$ cat src/rtl/ps2_pkg.sv
// Shared PS/2 types: FSM states, frame length, parity helper.
// Used by ps2_host_tx and ps2_line_sync.
package ps2_pkg;

    typedef enum logic [2:0] {
        IDLE,
        INHIBIT,
        SEND,
        ACK,
        WAIT_IDLE
    } ps2_state_t;

    // start + 8 data + parity + stop
    localparam int PS2_FRAME_BITS = 11;

    function automatic logic odd_parity(input logic [7:0] b);
        return ~^b;
    endfunction

endpackage

$ cat src/rtl/ps2_line_sync.sv
// 3-flop synchroniser for one PS/2 line with edge pulses.
// Ports: clk, rst (sync, high), line (async in) -> level, rise, fall.
module ps2_line_sync
    import ps2_pkg::*;
(
    input  logic clk,
    input  logic rst,
    input  logic line,
    output logic level,
    output logic rise,
    output logic fall
);

    logic [2:0] sync;

    // Idle bus is high; resetting to 1 avoids a false edge.
    always_ff @(posedge clk) begin
        if (rst) sync <= 3'b111;
        else     sync <= {sync[1:0], line};
    end

    assign level = sync[1];
    assign rise  = ~sync[2] & sync[1];
    assign fall  = sync[2] & ~sync[1];

endmodule

$ cat src/rtl/ps2_host_tx.sv
// Host-to-device PS/2 command transmitter (inhibit, RTS, 11-bit frame, ACK).
// Ports: clk, rst, ps2_clk/ps2_data in, *_oe pull-downs, tx_data/tx_valid/
// tx_ready, done/ack_err/timeout status, rx_inhibit. Macro PS2_TX_TIMEOUT_EN
// enables the watchdog; without it timeout is tied to 0.
module ps2_host_tx
    import ps2_pkg::*;
#(
    parameter int INHIBIT_CYCLES = 5000,
    parameter int TIMEOUT_CYCLES = 1000000
) (
    input  logic       clk,
    input  logic       rst,
    input  logic       ps2_clk,
    input  logic       ps2_data,
    output logic       ps2_clk_oe,
    output logic       ps2_data_oe,
    input  logic [7:0] tx_data,
    input  logic       tx_valid,
    output logic       tx_ready,
    output logic       done,
    output logic       ack_err,
    output logic       timeout,
    output logic       rx_inhibit
);

    localparam int IW = $clog2(INHIBIT_CYCLES + 1);
    localparam logic [IW-1:0] INH_LAST = IW'(INHIBIT_CYCLES - 1);
    localparam logic [3:0] LAST_BIT = 4'(PS2_FRAME_BITS - 2);

    ps2_state_t    state;
    logic [9:0]    shift;
    logic [3:0]    bit_cnt;
    logic [IW-1:0] inh_cnt;

    logic clk_lvl, clk_rise, clk_fall;
    logic data_lvl, data_rise, data_fall;

    ps2_line_sync u_clk_sync (
        .clk   (clk),
        .rst   (rst),
        .line  (ps2_clk),
        .level (clk_lvl),
        .rise  (clk_rise),
        .fall  (clk_fall)
    );

    ps2_line_sync u_data_sync (
        .clk   (clk),
        .rst   (rst),
        .line  (ps2_data),
        .level (data_lvl),
        .rise  (data_rise),
        .fall  (data_fall)
    );

    logic unused_edges;
    assign unused_edges = ^{clk_rise, data_rise, data_fall};

`ifdef PS2_TX_TIMEOUT_EN
    localparam int WW = $clog2(TIMEOUT_CYCLES + 1);
    localparam logic [WW-1:0] WD_LAST = WW'(TIMEOUT_CYCLES - 1);
    logic [WW-1:0] wd_cnt;
    logic          wd_live;
    assign wd_live = (state == SEND) || (state == ACK)
                  || (state == WAIT_IDLE);
`else
    localparam int unused_timeout = TIMEOUT_CYCLES;
    assign timeout = 1'b0;
`endif

    always_ff @(posedge clk) begin
        if (rst) begin
            state       <= IDLE;
            ps2_clk_oe  <= 1'b0;
            ps2_data_oe <= 1'b0;
            tx_ready    <= 1'b1;
            done        <= 1'b0;
            ack_err     <= 1'b0;
            rx_inhibit  <= 1'b0;
            shift       <= '0;
            bit_cnt     <= '0;
            inh_cnt     <= '0;
`ifdef PS2_TX_TIMEOUT_EN
            timeout     <= 1'b0;
            wd_cnt      <= '0;
`endif
        end else begin
            done <= 1'b0;
`ifdef PS2_TX_TIMEOUT_EN
            if (wd_live) wd_cnt <= clk_fall ? '0 : wd_cnt + WW'(1);
`endif
            unique case (state)
                IDLE: begin
                    if (tx_valid) begin
                        shift      <= {1'b1, odd_parity(tx_data), tx_data};
                        bit_cnt    <= '0;
                        inh_cnt    <= '0;
                        ack_err    <= 1'b0;
                        ps2_clk_oe <= 1'b1;
                        tx_ready   <= 1'b0;
                        rx_inhibit <= 1'b1;
                        state      <= INHIBIT;
`ifdef PS2_TX_TIMEOUT_EN
                        timeout    <= 1'b0;
                        wd_cnt     <= '0;
`endif
                    end
                end
                INHIBIT: begin
                    // Our own clock pull-down shows up as a fall here; ignored.
                    if (inh_cnt == INH_LAST) begin
                        ps2_clk_oe  <= 1'b0;
                        ps2_data_oe <= 1'b1;
                        state       <= SEND;
                    end else begin
                        inh_cnt <= inh_cnt + IW'(1);
                    end
                end
                SEND: begin
                    if (clk_fall) begin
                        ps2_data_oe <= ~shift[0];
                        shift       <= {1'b0, shift[9:1]};
                        bit_cnt     <= bit_cnt + 4'd1;
                        if (bit_cnt == LAST_BIT) state <= ACK;
                    end
                end
                ACK: begin
                    if (clk_fall) begin
                        ack_err <= data_lvl;
                        state   <= WAIT_IDLE;
                    end
                end
                WAIT_IDLE: begin
                    if (clk_lvl && data_lvl) begin
                        done       <= 1'b1;
                        tx_ready   <= 1'b1;
                        rx_inhibit <= 1'b0;
                        state      <= IDLE;
                    end
                end
                default: state <= IDLE;
            endcase
`ifdef PS2_TX_TIMEOUT_EN
            // Silent device: abandon the frame and release both lines.
            if (wd_live && !clk_fall && wd_cnt == WD_LAST) begin
                ps2_clk_oe  <= 1'b0;
                ps2_data_oe <= 1'b0;
                done        <= 1'b1;
                timeout     <= 1'b1;
                ack_err     <= 1'b1;
                tx_ready    <= 1'b1;
                rx_inhibit  <= 1'b0;
                state       <= IDLE;
            end
`endif
        end
    end

endmodule

$ cat config.mk
export PLATFORM = sky130hd
export DESIGN_NAME = ps2_host_tx
export DESIGN_NICKNAME = d
export VERILOG_FILES = /design/src/rtl/ps2_pkg.sv /design/src/rtl/ps2_line_sync.sv /design/src/rtl/ps2_host_tx.sv
export SDC_FILE = /design/constraint.sdc
export NUM_CORES = 1
export LEC_CHECK = 0
export BUFFER_PORTS_ARGS = -buffer_cell sky130_fd_sc_hd__buf_2
export CAP_MARGIN = 10
export CELL_PAD_IN_SITES_DETAIL_PLACEMENT = 1
export CELL_PAD_IN_SITES_GLOBAL_PLACEMENT = 1
export CORE_UTILIZATION = 40
export DETAILED_ROUTE_END_ITERATION = 10
export HOLD_SLACK_MARGIN = 0.06
export PLACE_DENSITY = 0.72
export SETUP_SLACK_MARGIN = 0.3
export SYNTH_ARGS = -nofsm -noshare
export SYNTH_HDL_FRONTEND = slang
export SYNTH_SLANG_ARGS = --single-unit
$ cat constraint.sdc
create_clock -name clk -period 2.7 [get_ports clk]
set_clock_uncertainty 0.15 [all_clocks]
set_input_delay 0.27 -clock clk [delete_from_list [all_inputs] [get_ports clk]]
set_output_delay 0.27 -clock clk [all_outputs]
set_load 0.05 [all_outputs]
## Word level (Yosys, flattened, before mapping)

Index checks and enable logic that the tools add are counted.

| cells by class | value |
|---|---|
| $add $sub $neg | 2 |
| multipliers | 0 |
| div/mod/pow operators | 0 |
| $lt $le $gt $ge | 0 |
| equality and inequality tests | 13 |
| shift-type cells | 0 |
| multiplexer cells | 30 |
| bitwise operators | 4 |
| reductions and logical operators | 16 |

Operator list:

| cell | number |
|---|---|
| $mux 13 | 2 |
| $pmux 13 s2 | 1 |
| $mux 10 | 2 |
| $pmux 10 s2 | 1 |
| $mux 3 | 6 |
| $reduce_and 3->1 | 6 |
| $pmux 3 s5 | 1 |
| $ne 2x2->1 const B | 7 |
| $add 13x1->13 const B | 1 |
| $eq 13x13->1 const B | 1 |
| $pmux 1 s2 | 5 |
| $reduce_bool 2->1 | 5 |
| $mux 1 | 9 |
| $mux 4 | 2 |
| $pmux 4 s2 | 1 |
| $reduce_xnor 8->1 | 1 |
| $eq 3x2->1 const B | 2 |
| $reduce_and 6->1 | 1 |
| $add 4x1->4 const B | 1 |
| $eq 4x4->1 const B | 1 |
| $eq 3x1->1 const B | 1 |
| $eq 3x3->1 const B | 1 |
| $logic_not 3->1 | 1 |
| $not 1->1 | 3 |
| 3 further kinds | 3 |

| word-level totals | value |
|---|---|
| register bits after elaboration | 41 |
| bits in latches | 0 |
| RAM bits | 0 |
| ROM bits | 0 |
| memories | 0 |

## Depth between registers and ports, before layout

Gate-level depths: netlist of run 1.

| depth | value |
|---|---|
| depth after elaboration | 4 |
| mapped depth | 6 |

## Modules after synthesis

Synthesis of run 1 repeated with hierarchy kept, for this count alone.

| unflattened totals | value |
|---|---|
| cell total of the unflattened synthesis | 247 |
| area, all modules | 2189.6 µm² |

By module, submodules not included:

| module | times used | cells each | area an instance (µm²) |
|---|---|---|---|
| ps2_host_tx | 1 | 231 | 2004.4 |
| ps2_line_sync | 2 | 8 | 92.6 |

## Least setup slack after synthesis of run 1

OpenSTA, ideal clock, no wires.

| path | value |
|---|---|
| path kind | flip-flop to flip-flop |
| start | register state[2] |
| end | register inh_cnt[10] |
| arrival time | 1.687 ns |
| slack | 0.780 ns |
| cell stages (with the launch flop) | 7 |
| buffers on the path | 2 |
| clock period less this slack | 1.920 ns |
| path through | dfxtp_1 buf_6 or3b_4 a41o_1 buf_6 or4_1 o221ai_1 |

| between the ends | value |
|---|---|
| longest elaborated chain between the ends | 3 |

RTL lines:

| element | line | source |
|---|---|---|
| from (decl) | ps2_host_tx.sv:30 | `ps2_state_t state;` |
| from (signal assigned) | ps2_host_tx.sv:73 | `state <= IDLE;` |
| from (signal assigned) | ps2_host_tx.sv:102 | `state <= INHIBIT;` |
| from (signal assigned) | ps2_host_tx.sv:114 | `state <= SEND;` |
| $eq 3x1->1 / $logic_not 3->1 (equally long branches) | ps2_host_tx.sv:92 | `unique case (state)` |
| $ne 2x2->1 (no line) / $reduce_bool 2->1 (equally long branches) | -- |  |
| $reduce_and 3->1 (no line) | -- |  |
| to (signal assigned) | ps2_host_tx.sv:116 | `inh_cnt <= inh_cnt + IW'(1);` |
| to (decl) | ps2_host_tx.sv:33 | `logic [IW-1:0] inh_cnt;` |

Parallel ways exist; a longest one is shown, timed or not.
A chain may end at the register's enable or synchronous reset.

## Worst setup path after layout of run 1

| path | value |
|---|---|
| start | register state[1] |
| end | register inh_cnt[10] |

The elaborated chain is that of the path after synthesis.

==> results of run 1 <==
==> power by group <==
part	leakage, nW	switching (W)	total (W)	internal (W)
Combinational	0.432	0.000405	0.000629	0.000224
Clock	0.0585	0.000213	0.000514	0.000302
Sequential	0.335	0.0000674	0.000755	0.000688
==> stage by stage <==
step	setup WS [ns]	hold WS, ns	power [W]	instance area [sq um]	instances
2_1_floorplan	0.780	0.224	0.00124	2010	236
3_3_place_gp	0.611	0.243	0.00139	2140	309
3_5_place_dp	0.542	0.247	0.00140	2140	309
4_1_cts	0.532	0.0999	0.00193	2270	319
5_1_grt	0.300	0.103	0.00203	2270	319
6_report	0.546	0.106	0.00190	2270	319
==> worst max-delay path, cell delays in order (launching register included) <==
cell,delay [ns]
dfxtp_1,0.44
or3b_4,0.51
a41o_1,0.36
or4_1,0.52
o221ai_1,0.09
==> layout by cell type (no fill, tap or decap), drive strengths merged, types with 4 or more instances in the layout <==
| cell | n |
|---|---|
| dfxtp | 41 |
| nand2 | 26 |
| buf | 23 |
| nor2 | 20 |
| a21oi | 16 |
| a311oi | 11 |
| o21ai | 11 |
| nand3 | 10 |
| xnor2 | 8 |
| nand2b | 7 |
| clkbuf | 7 |
| nor3 | 6 |
| or2 | 6 |
| nand4 | 4 |
| or3b | 4 |
| or4 | 4 |
==> worst max-delay path by stage <==
stage | end | slack [ns] | depth (start not counted)
6_report | inh_cnt[10]$_SDFFE_PP0P_ | 0.55 | 4
5_1_grt | inh_cnt[3]$_SDFFE_PP0P_ | 0.30 | 4
4_1_cts | shift[3]$_SDFFE_PP0P_ | 0.53 | 5
3_5_place_dp | shift[3]$_SDFFE_PP0P_ | 0.54 | 5
3_3_place_gp | shift[6]$_SDFFE_PP0P_ | 0.61 | 5
2_1_floorplan | inh_cnt[10]$_SDFFE_PP0P_ | 0.78 | 6
==> routing by layer <==
metal  routed length [um]  global-route usage, %
met5                    0                      0
met4                   61                   6.54
met3                  140                   4.14
met2                 2230                   33.2
met1                 2220                   25.2
==> flip-flops by register name (all words and copies together) (netlist names) <==
name	count
ps2_data_oe	1
rx_inhibit	1
u_clk_sync.sync	3
u_data_sync.sync	2
shift	10
state	3
ack_err	1
inh_cnt	13
bit_cnt	4
ps2_clk_oe	1
tx_ready	1
done	1
==> timing repair <==
item | CTS | global route
hold endpoints to repair | 2 | 0
gates resized for setup | 0 | 0
hold buffers | 2 | 0
==> final cells by class <==
type                    count  share of cell area [%]
flip-flops and latches     41                    36.1
repair buffers             25                    6.49
clock buffers               7                    3.80
well taps                  67                    3.69
multi-input cells         175                    48.1
inverters                   3                   0.495
clock inverters             1                    1.32
==> cells by family after synthesis <==
| group | after synthesis | synth area share (%) |
|---|---|---|
| AND/OR/NAND/NOR | 107 | 29.3 |
| AO/OA/AOI/OAI | 52 | 17.6 |
| flip-flops | 41 | 40.8 |
| adder cells (fa/ha/maj) | 3 | 1.87 |
| other | 1 | 0.186 |
| multiplexers | 3 | 1.49 |
| buffers and inverters | 20 | 4.85 |
| XOR/XNOR | 9 | 3.92 |
==> flow_metrics.py, run 1 <==
metrics = {
    "global_routing": {
        "grt_max_degree": 46,
        "grt_usage_pct": 19.7,
        "antenna_found_initial": 0,
        "grt.overflow.total": 0,
        "grt_pass1_wl_um": 8050,
        "grt_pass1_vias": 1734,
    },
    "worst_setup_path": {
        "worstSetupStartpoint": "state[1]$_SDFFE_PP0P_",
        "ff2ff_setup_slack_ns": 0.55,
        "crit_fanout": 13,
        "reg2reg_to": "inh_cnt[10]$_SDFFE_PP0P_",
        "end_kind": "register",
        "worstPathRequired_ns": 2.76,
        "reg2reg_depth": 4,
        "cp.arrival_ns": 2.21,
        "crit_type": "reg2reg",
        "r2r-start": "state[1]$_SDFFE_PP0P_",
        "startpoint_type": "register",
    },
    "detailed_routing": {
        "wl_per_cell_um": 14.6,
        "vias": 1756,
        "wirelength_um": 4650,
        "route.antenna.remaining_nets": 0,
        "drc": 0,
        "routed_via_density": 5.50,
        "drt_iter0_drc": 72,
        "firstDrtPassIters": 4,
    },
    "logic_synthesis": {
        "synth_most_common_cell": "dfxtp_1",
        "syn-num-nets": 252,
        "syn_area_per_cell_sq_um": 8.53,
        "synthTopCellsByArea": "dfxtp_1, a311oi_1, nand2_1",
        "postSynth.asyncResetShare_pct": 0,
        "synth_largest_area_cell": "dfxtp_1",
        "synth_edf_count": 0,
        "synth.top_cell.area_share_pct": 40.8,
        "synth_warnings": 0,
        "yosysSeqAreaShare_pct": 40.8,
        "synth_common_cells": "dfxtp_1, nand2_1, nor2_1",
        "syn-cell-area_sq_um": 2010,
        "synth_top_flop_cell": "dfxtp_1",
        "synth_cell_types": 49,
        "ys_ff_latch": 41,
        "postSynthCellCount": 236,
    },
    "cts": {
        "cts_buffers": 5,
        "post_cts_buffers": 0,
        "root_buffer": "clkbuf_8",
        "cts_tree": "yes",
        "clkTransAtPathRegs_ns": 0.08,
        "clk_latency_ns": 0.29,
        "cts_buffer_depth": 2,
        "htree_levels": 2,
        "cts.sinks": 41,
    },
    "die": {
        "core_sq_um": 4790,
        "die_width_um": 72.9,
        "pin_count": 20,
        "core.rowCount": 25,
        "fp.dieH_um": 72.9,
        "initial_core_util_pct": 42.0,
        "die-area_sq_um": 5320,
    },
    "final_layout": {
        "antenna_cells": 0,
        "drive_gt1_share_pct": 18.7,
        "multi_input_area_sq_um": 1090,
        "seq_area_sq_um": 821,
        "area_growth_pct": 13.0,
        "fillers": 598,
        "final_util_pct": 47.5,
        "layout.nets": 267,
    },
    "worst_hold_path": {
        "whs_path_depth": 3,
        "min_to": "shift[7]$_SDFFE_PP0P_",
        "worstHoldStart": "tx_data[7]",
        "min_path_type": "in2reg",
    },
    "sta": {
        "tightest_slew_ns": 0.766,
        "fmax_ghz": 0.464,
        "slew_headroom_pct": 48.9,
        "rsz0062_at_grt": "no",
        "hold_violations": 0,
        "drv_slew": 0,
        "fin_crit_sh_pct": 79.8,
        "setup_tns_ns": 0,
        "setup_violations": 0,
        "period_needed_ns": 2.15,
    },
    "pwr": {
        "power.density_nw_per_um2": 835,
        "ir_drop_uv": 365,
        "leakage_nw": 0.826,
    },
    "run_status": {
        "run_status": "finished clean",
    },
    "place": {
        "hpwl_um": 3190,
        "io_buffers": 18,
        "gp_congestion": 0.695,
    },
    "job": {
        "drv_cap": 0,
    },
}
Power figures use the tool's default switching activity.
==> run 2, diff against run 1 <==
Settings changed: CORE_UTILIZATION 40 to 39, PLACE_DENSITY 0.72 to 0.74.
Clock period 2.7 ns to 1.9 ns, I/O delays scaled along.
==> run 2 against run 1 <==
Net effect: design area increased by 38%; critical path depth increased by 1; worst hold slack improved by 0.088 ns; sequential share of layout area is 9.2 points lower; final cell count up 16%.
==> flow_metrics.py, run 2 (same netlist as run 1, synthesis figures left out) <==
metrics = {
    "cts": {
        "htree_levels": 2,
        "cts.sinks": 41,
        "cts_buffers": 5,
        "cts_buffer_depth": 2,
        "cts_tree": "yes",
        "root_buffer": "clkbuf_8",
        "clk_latency_ns": 0.31,
        "clkTransAtPathRegs_ns": 0.09,
    },
    "final_layout": {
        "layout_common_cells": "dfxtp_1, buf_4, nand2_1",
        "antenna_cells": 0,
        "multi_input_area_sq_um": 1410,
        "instances_no_fill": 370,
        "fillers": 538,
        "area_growth_pct": 56.1,
        "seq_area_sq_um": 846,
        "top_register": "inh_cnt",
        "layout_commonest_cell": "dfxtp_1",
        "drive_gt1_share_pct": 48.2,
        "largest_registers": "inh_cnt x13, shift x10, bit_cnt x4",
        "final_util_pct": 64.8,
        "layout.nets": 318,
        "largest_register_ffs": 13,
    },
    "worst_setup_path": {
        "crit_buf_inv": 1,
        "crit_type": "reg2reg",
        "crit_fanout": 7,
        "worstPathRequired_ns": 1.98,
        "cp.arrival_ns": 1.94,
        "startpoint_type": "register",
        "critPathTopFamily": "simple AND/OR/NAND/NOR gates",
        "cp_cell_sequence": "or3b_4 > a41o_4 > buf_6 > o211ai_1 > mux2i_1",
        "cpMaxStageDelayCell": "or3b_4",
        "cpPeakStageDelay_ns": 0.44,
        "end_kind": "register",
    },
    "pwr": {
        "pwr-share-clk_pct": 22.2,
        "power.density_nw_per_um2": 1260,
        "p_int_w": 0.00245,
        "combPwrFrac_pct": 49.8,
        "swShare_pct": 38.0,
        "ir_drop_uv": 643,
        "p_switching_w": 0.00150,
        "leakage_nw": 1.21,
        "seq_power_share_pct": 28.0,
    },
    "place": {
        "dp_cells": 326,
        "pre_cts_ws_ns": 0.00106,
        "gp_congestion": 0.751,
        "io_buffers": 18,
        "hpwl_um": 3730,
    },
    "detailed_routing": {
        "drc": 0,
        "routed_via_density": 5.87,
        "wl_per_cell_um": 22.3,
        "firstDrtPassIters": 4,
        "wirelength_um": 8250,
        "route.antenna.remaining_nets": 0,
        "drt_iter0_drc": 194,
        "maxUsedRoutingLayer": "met4",
        "vias": 2171,
        "wl_met2_um": 4330,
        "wl_met1_um": 3340,
        "wl_met3_um": 290,
    },
    "sta": {
        "drv_slew": 0,
        "hold_violations": 0,
        "setup_tns_ns": 0,
        "fin_crit_sh_pct": 97.6,
        "rsz0062_at_grt": "yes",
        "layout_setup_ws_ns": 0.0460,
        "hold_ws_ns": 0.193,
        "period_needed_ns": 1.85,
        "setup_violations": 0,
        "fmax_ghz": 0.539,
    },
    "die": {
        "pin_count": 20,
        "die_width_um": 73.8,
        "core_sq_um": 4850,
        "core.rowCount": 25,
        "fp.dieH_um": 73.8,
        "die-area_sq_um": 5450,
        "initial_core_util_pct": 41.5,
    },
    "global_routing": {
        "grt_pass1_vias": 2155,
        "antenna_found_initial": 0,
        "grt_usage_pct": 28.4,
        "grt_pass1_wl_um": 11300,
        "grt_max_degree": 23,
        "grt.overflow.total": 0,
    },
    "job": {
        "drv_cap": 0,
    },
    "worst_hold_path": {
        "min_path_type": "in2reg",
    },
    "run_status": {
        "run_status": "finished clean",
    },
}
==> run 2: routing by layer <==
metal	vias to the layer above	GRT usage, %
li1	983	-
met1	1089	32.7
met2	71	51.6
met3	28	5.21
met4	0	11.1
met5	-	0
==> run 2: repair_timing <==
| item | 4_1_cts | 5_1_grt |
|---|---|---|
| hold buffers | 10 | 0 |
| pin swaps | 19 | 12 |
| setup buffers | 16 | 9 |
| setup endpoints to repair | 32 | 34 |
| gates resized for setup | 49 | 41 |
| cloned | 1 | 0 |
| hold endpoints to repair | 10 | 0 |
==> run 2: final timing paths <==
path                                  startpoint                        endpoint  slack (ns)  depth (start not counted)
hold / removal                               rst            ack_err$_SDFFE_PP0P_        0.19                          2
setup reg to reg           state[1]$_SDFFE_PP0P_           state[0]$_SDFFE_PP0P_        0.05                          5
setup / recovery           state[1]$_SDFFE_PP0P_           state[0]$_SDFFE_PP0P_        0.05                          5
hold reg to reg   u_data_sync.sync[0]$_SDFF_PP1_  u_data_sync.sync[1]$_SDFF_PP1_        0.27                          1
==> run 2: worst reg2reg max path, stage by stage, from the launching register on <==
cell and delay, ns:
dfxtp_4 0.37, or3b_4 0.44, a41o_4 0.31, buf_6 0.14, o211ai_1 0.14, mux2i_1 0.24
==> run 2: power groups by stage <==
| stage | Sequential (W) | Combinational (W) | Clock (W) |
|---|---|---|---|
| 2_1_floorplan | 0.00113 | 0.000658 | 0 |
| 3_3_place_gp | 0.00107 | 0.00104 | 0 |
| 3_5_place_dp | 0.00108 | 0.00107 | 0 |
| 4_1_cts | 0.00107 | 0.00157 | 0.000876 |
| 5_1_grt | 0.00112 | 0.00204 | 0.000924 |
| 6_report | 0.00111 | 0.00197 | 0.000878 |
==> run 2: layout make-up <==
class / count / share of cell area [%]
clock buffer: 5 / 2.19
clock inverter: 3 / 2.19
inverter: 3 / 0.359
multi-input combinational: 175 / 45.0
sequential: 41 / 26.9
tap: 67 / 2.67
timing repair buffer: 76 / 20.6
==> run 2: stage by stage <==
| step | total power (W) | instance area [sq um] |
|---|---|---|
| 6_report | 0.00396 | 3140 |
| 5_1_grt | 0.00409 | 3140 |
| 4_1_cts | 0.00352 | 2900 |
| 3_5_place_dp | 0.00215 | 2310 |
| 3_3_place_gp | 0.00211 | 2310 |
| 2_1_floorplan | 0.00179 | 2050 |
==> run 3, diff against run 2 <==
Settings changed: MAX_ROUTING_LAYER from default to met4.
==> run 3 against run 2 <==
Net effect: critical path type unchanged; sequential cell count unchanged; maximum frequency increased by 0.74%; clock power about the same; via count decreased by 0.55%; first-iteration DRC count decreased by 6.2%; largest power group unchanged; largest cell class unchanged; total power decreased by 2.1%; design area decreased by 1.0%.
==> flow_metrics.py, run 3 (same netlist as run 1, synthesis figures left out) <==
metrics = {
    "run_status": {
        "run_status": "finished clean",
    },
    "worst_setup_path": {
        "end_kind": "register",
        "cp.arrival_ns": 1.93,
        "crit_fanout": 7,
        "startpoint_type": "register",
        "worstPathRequired_ns": 1.99,
        "crit_type": "reg2reg",
    },
    "place": {
        "dp_cells": 326,
        "gp_congestion": 0.761,
        "io_buffers": 18,
        "hpwl_um": 3730,
        "pre_cts_ws_ns": 0.00106,
        "place_area_sq_um": 2310,
    },
    "final_layout": {
        "antenna_cells": 0,
        "top_register": "inh_cnt",
        "largest_register_ffs": 13,
        "layout_common_cells": "dfxtp_1, buf_4, nand2_1",
        "layout.nets": 317,
        "drive_gt1_share_pct": 47.0,
        "largest_registers": "inh_cnt x13, shift x10, bit_cnt x4",
        "area_growth_pct": 54.5,
        "instances_no_fill": 369,
        "finalInstanceArea_sq_um": 3110,
    },
    "pwr": {
        "power.density_nw_per_um2": 1250,
        "ir_drop_uv": 635,
        "leakage_nw": 1.20,
        "p_total_w": 0.00387,
    },
    "global_routing": {
        "grt_max_degree": 23,
        "grt_usage_pct": 29.4,
        "grt_pass1_wl_um": 11400,
        "grt_pass1_vias": 2152,
        "grt.overflow.total": 0,
        "antenna_found_initial": 0,
    },
    "cts": {
        "cts_tree": "yes",
        "root_buffer": "clkbuf_8",
        "clkTransAtPathRegs_ns": 0.09,
        "htree_levels": 2,
        "clk_latency_ns": 0.32,
        "cts_buffers": 5,
        "cts_buffer_depth": 2,
        "cts.sinks": 41,
    },
    "detailed_routing": {
        "wl_per_cell_um": 22.1,
        "vias": 2159,
        "wirelength_um": 8170,
        "drc": 0,
        "route.antenna.remaining_nets": 0,
        "firstDrtPassIters": 4,
        "drt_iter0_drc": 182,
        "routed_via_density": 5.85,
    },
    "die": {
        "initial_core_util_pct": 41.5,
        "die-area_sq_um": 5450,
        "pin_count": 20,
        "fp.dieH_um": 73.8,
        "die_width_um": 73.8,
        "core.rowCount": 25,
        "core_sq_um": 4850,
    },
    "sta": {
        "layout_setup_ws_ns": 0.0597,
        "rsz0062_at_grt": "yes",
        "hold_violations": 0,
        "setup_tns_ns": 0,
        "period_needed_ns": 1.84,
        "setup_violations": 0,
        "fin_crit_sh_pct": 96.9,
        "fmax_ghz": 0.543,
        "drv_slew": 0,
    },
    "worst_hold_path": {
        "min_path_type": "in2reg",
    },
    "job": {
        "drv_cap": 0,
    },
}
-- run 3: cell count changes in the layout (fill, tap and decap cells not counted), sizes merged --
cell,before,now
buf,66,65
-- run 3: worst max-delay path, stage by stage, from the launching register on --
cell,delay (ns)
dfxtp_4,0.38
or3b_4,0.41
a41o_4,0.30
buf_6,0.14
o211ai_1,0.15
mux2i_1,0.23
-- run 3: cell type report --
class | count | area [sq um]
inverters | 3 | 11.3
well taps | 67 | 83.8
repair buffers | 75 | 629
clock buffers | 5 | 68.8
flip-flops and latches | 41 | 846
fillers | 534 | 1740
clock inverters | 3 | 68.8
multi-input cells | 175 | 1400
-- run 3: power breakdown --
part           switching (W)  total [W]  internal (W)
Combinational        0.00100    0.00188      0.000882
Clock               0.000352   0.000881      0.000529
Sequential          0.000119    0.00111      0.000990
-- run 3: metal layers --
layer / vias to the layer above / track usage [%] / routed length (um)
met3: 40 / 5.21 / 282
met1: 1065 / 33.2 / 3290
met2: 71 / 51.3 / 4240
met4: 0 / 11.1 / 354
li1: 983 / - / -
met5: - / - / 0
-- run 3: worst paths after layout --
kind	startpoint	endpoint	slack [ns]	cells past startpoint
setup / recovery	state[0]$_SDFFE_PP0P_	state[0]$_SDFFE_PP0P_	0.06	5
hold / removal	rst	inh_cnt[0]$_SDFFE_PP0P_	0.17	2
setup reg to reg	state[0]$_SDFFE_PP0P_	state[0]$_SDFFE_PP0P_	0.06	5
hold reg to reg	u_data_sync.sync[0]$_SDFF_PP1_	u_data_sync.sync[1]$_SDFF_PP1_	0.27	1
-- run 3: what timing repair did --
item / in CTS / in global routing
setup buffers: 16 / 8
endpoints found under the hold margin: 10 / 0
pin swaps: 19 / 12
cloned: 1 / 0
setup endpoints to repair: 32 / 34
hold buffers: 10 / 0
resized for setup: 49 / 35
-- run 3: stage by stage --
stage          util, %  hold slack (ns)
2_1_floorplan        -            0.144
3_5_place_dp      47.6            0.229
3_3_place_gp      47.6            0.227
6_report          64.1            0.168
4_1_cts           59.7            0.166
5_1_grt           64.1            0.179
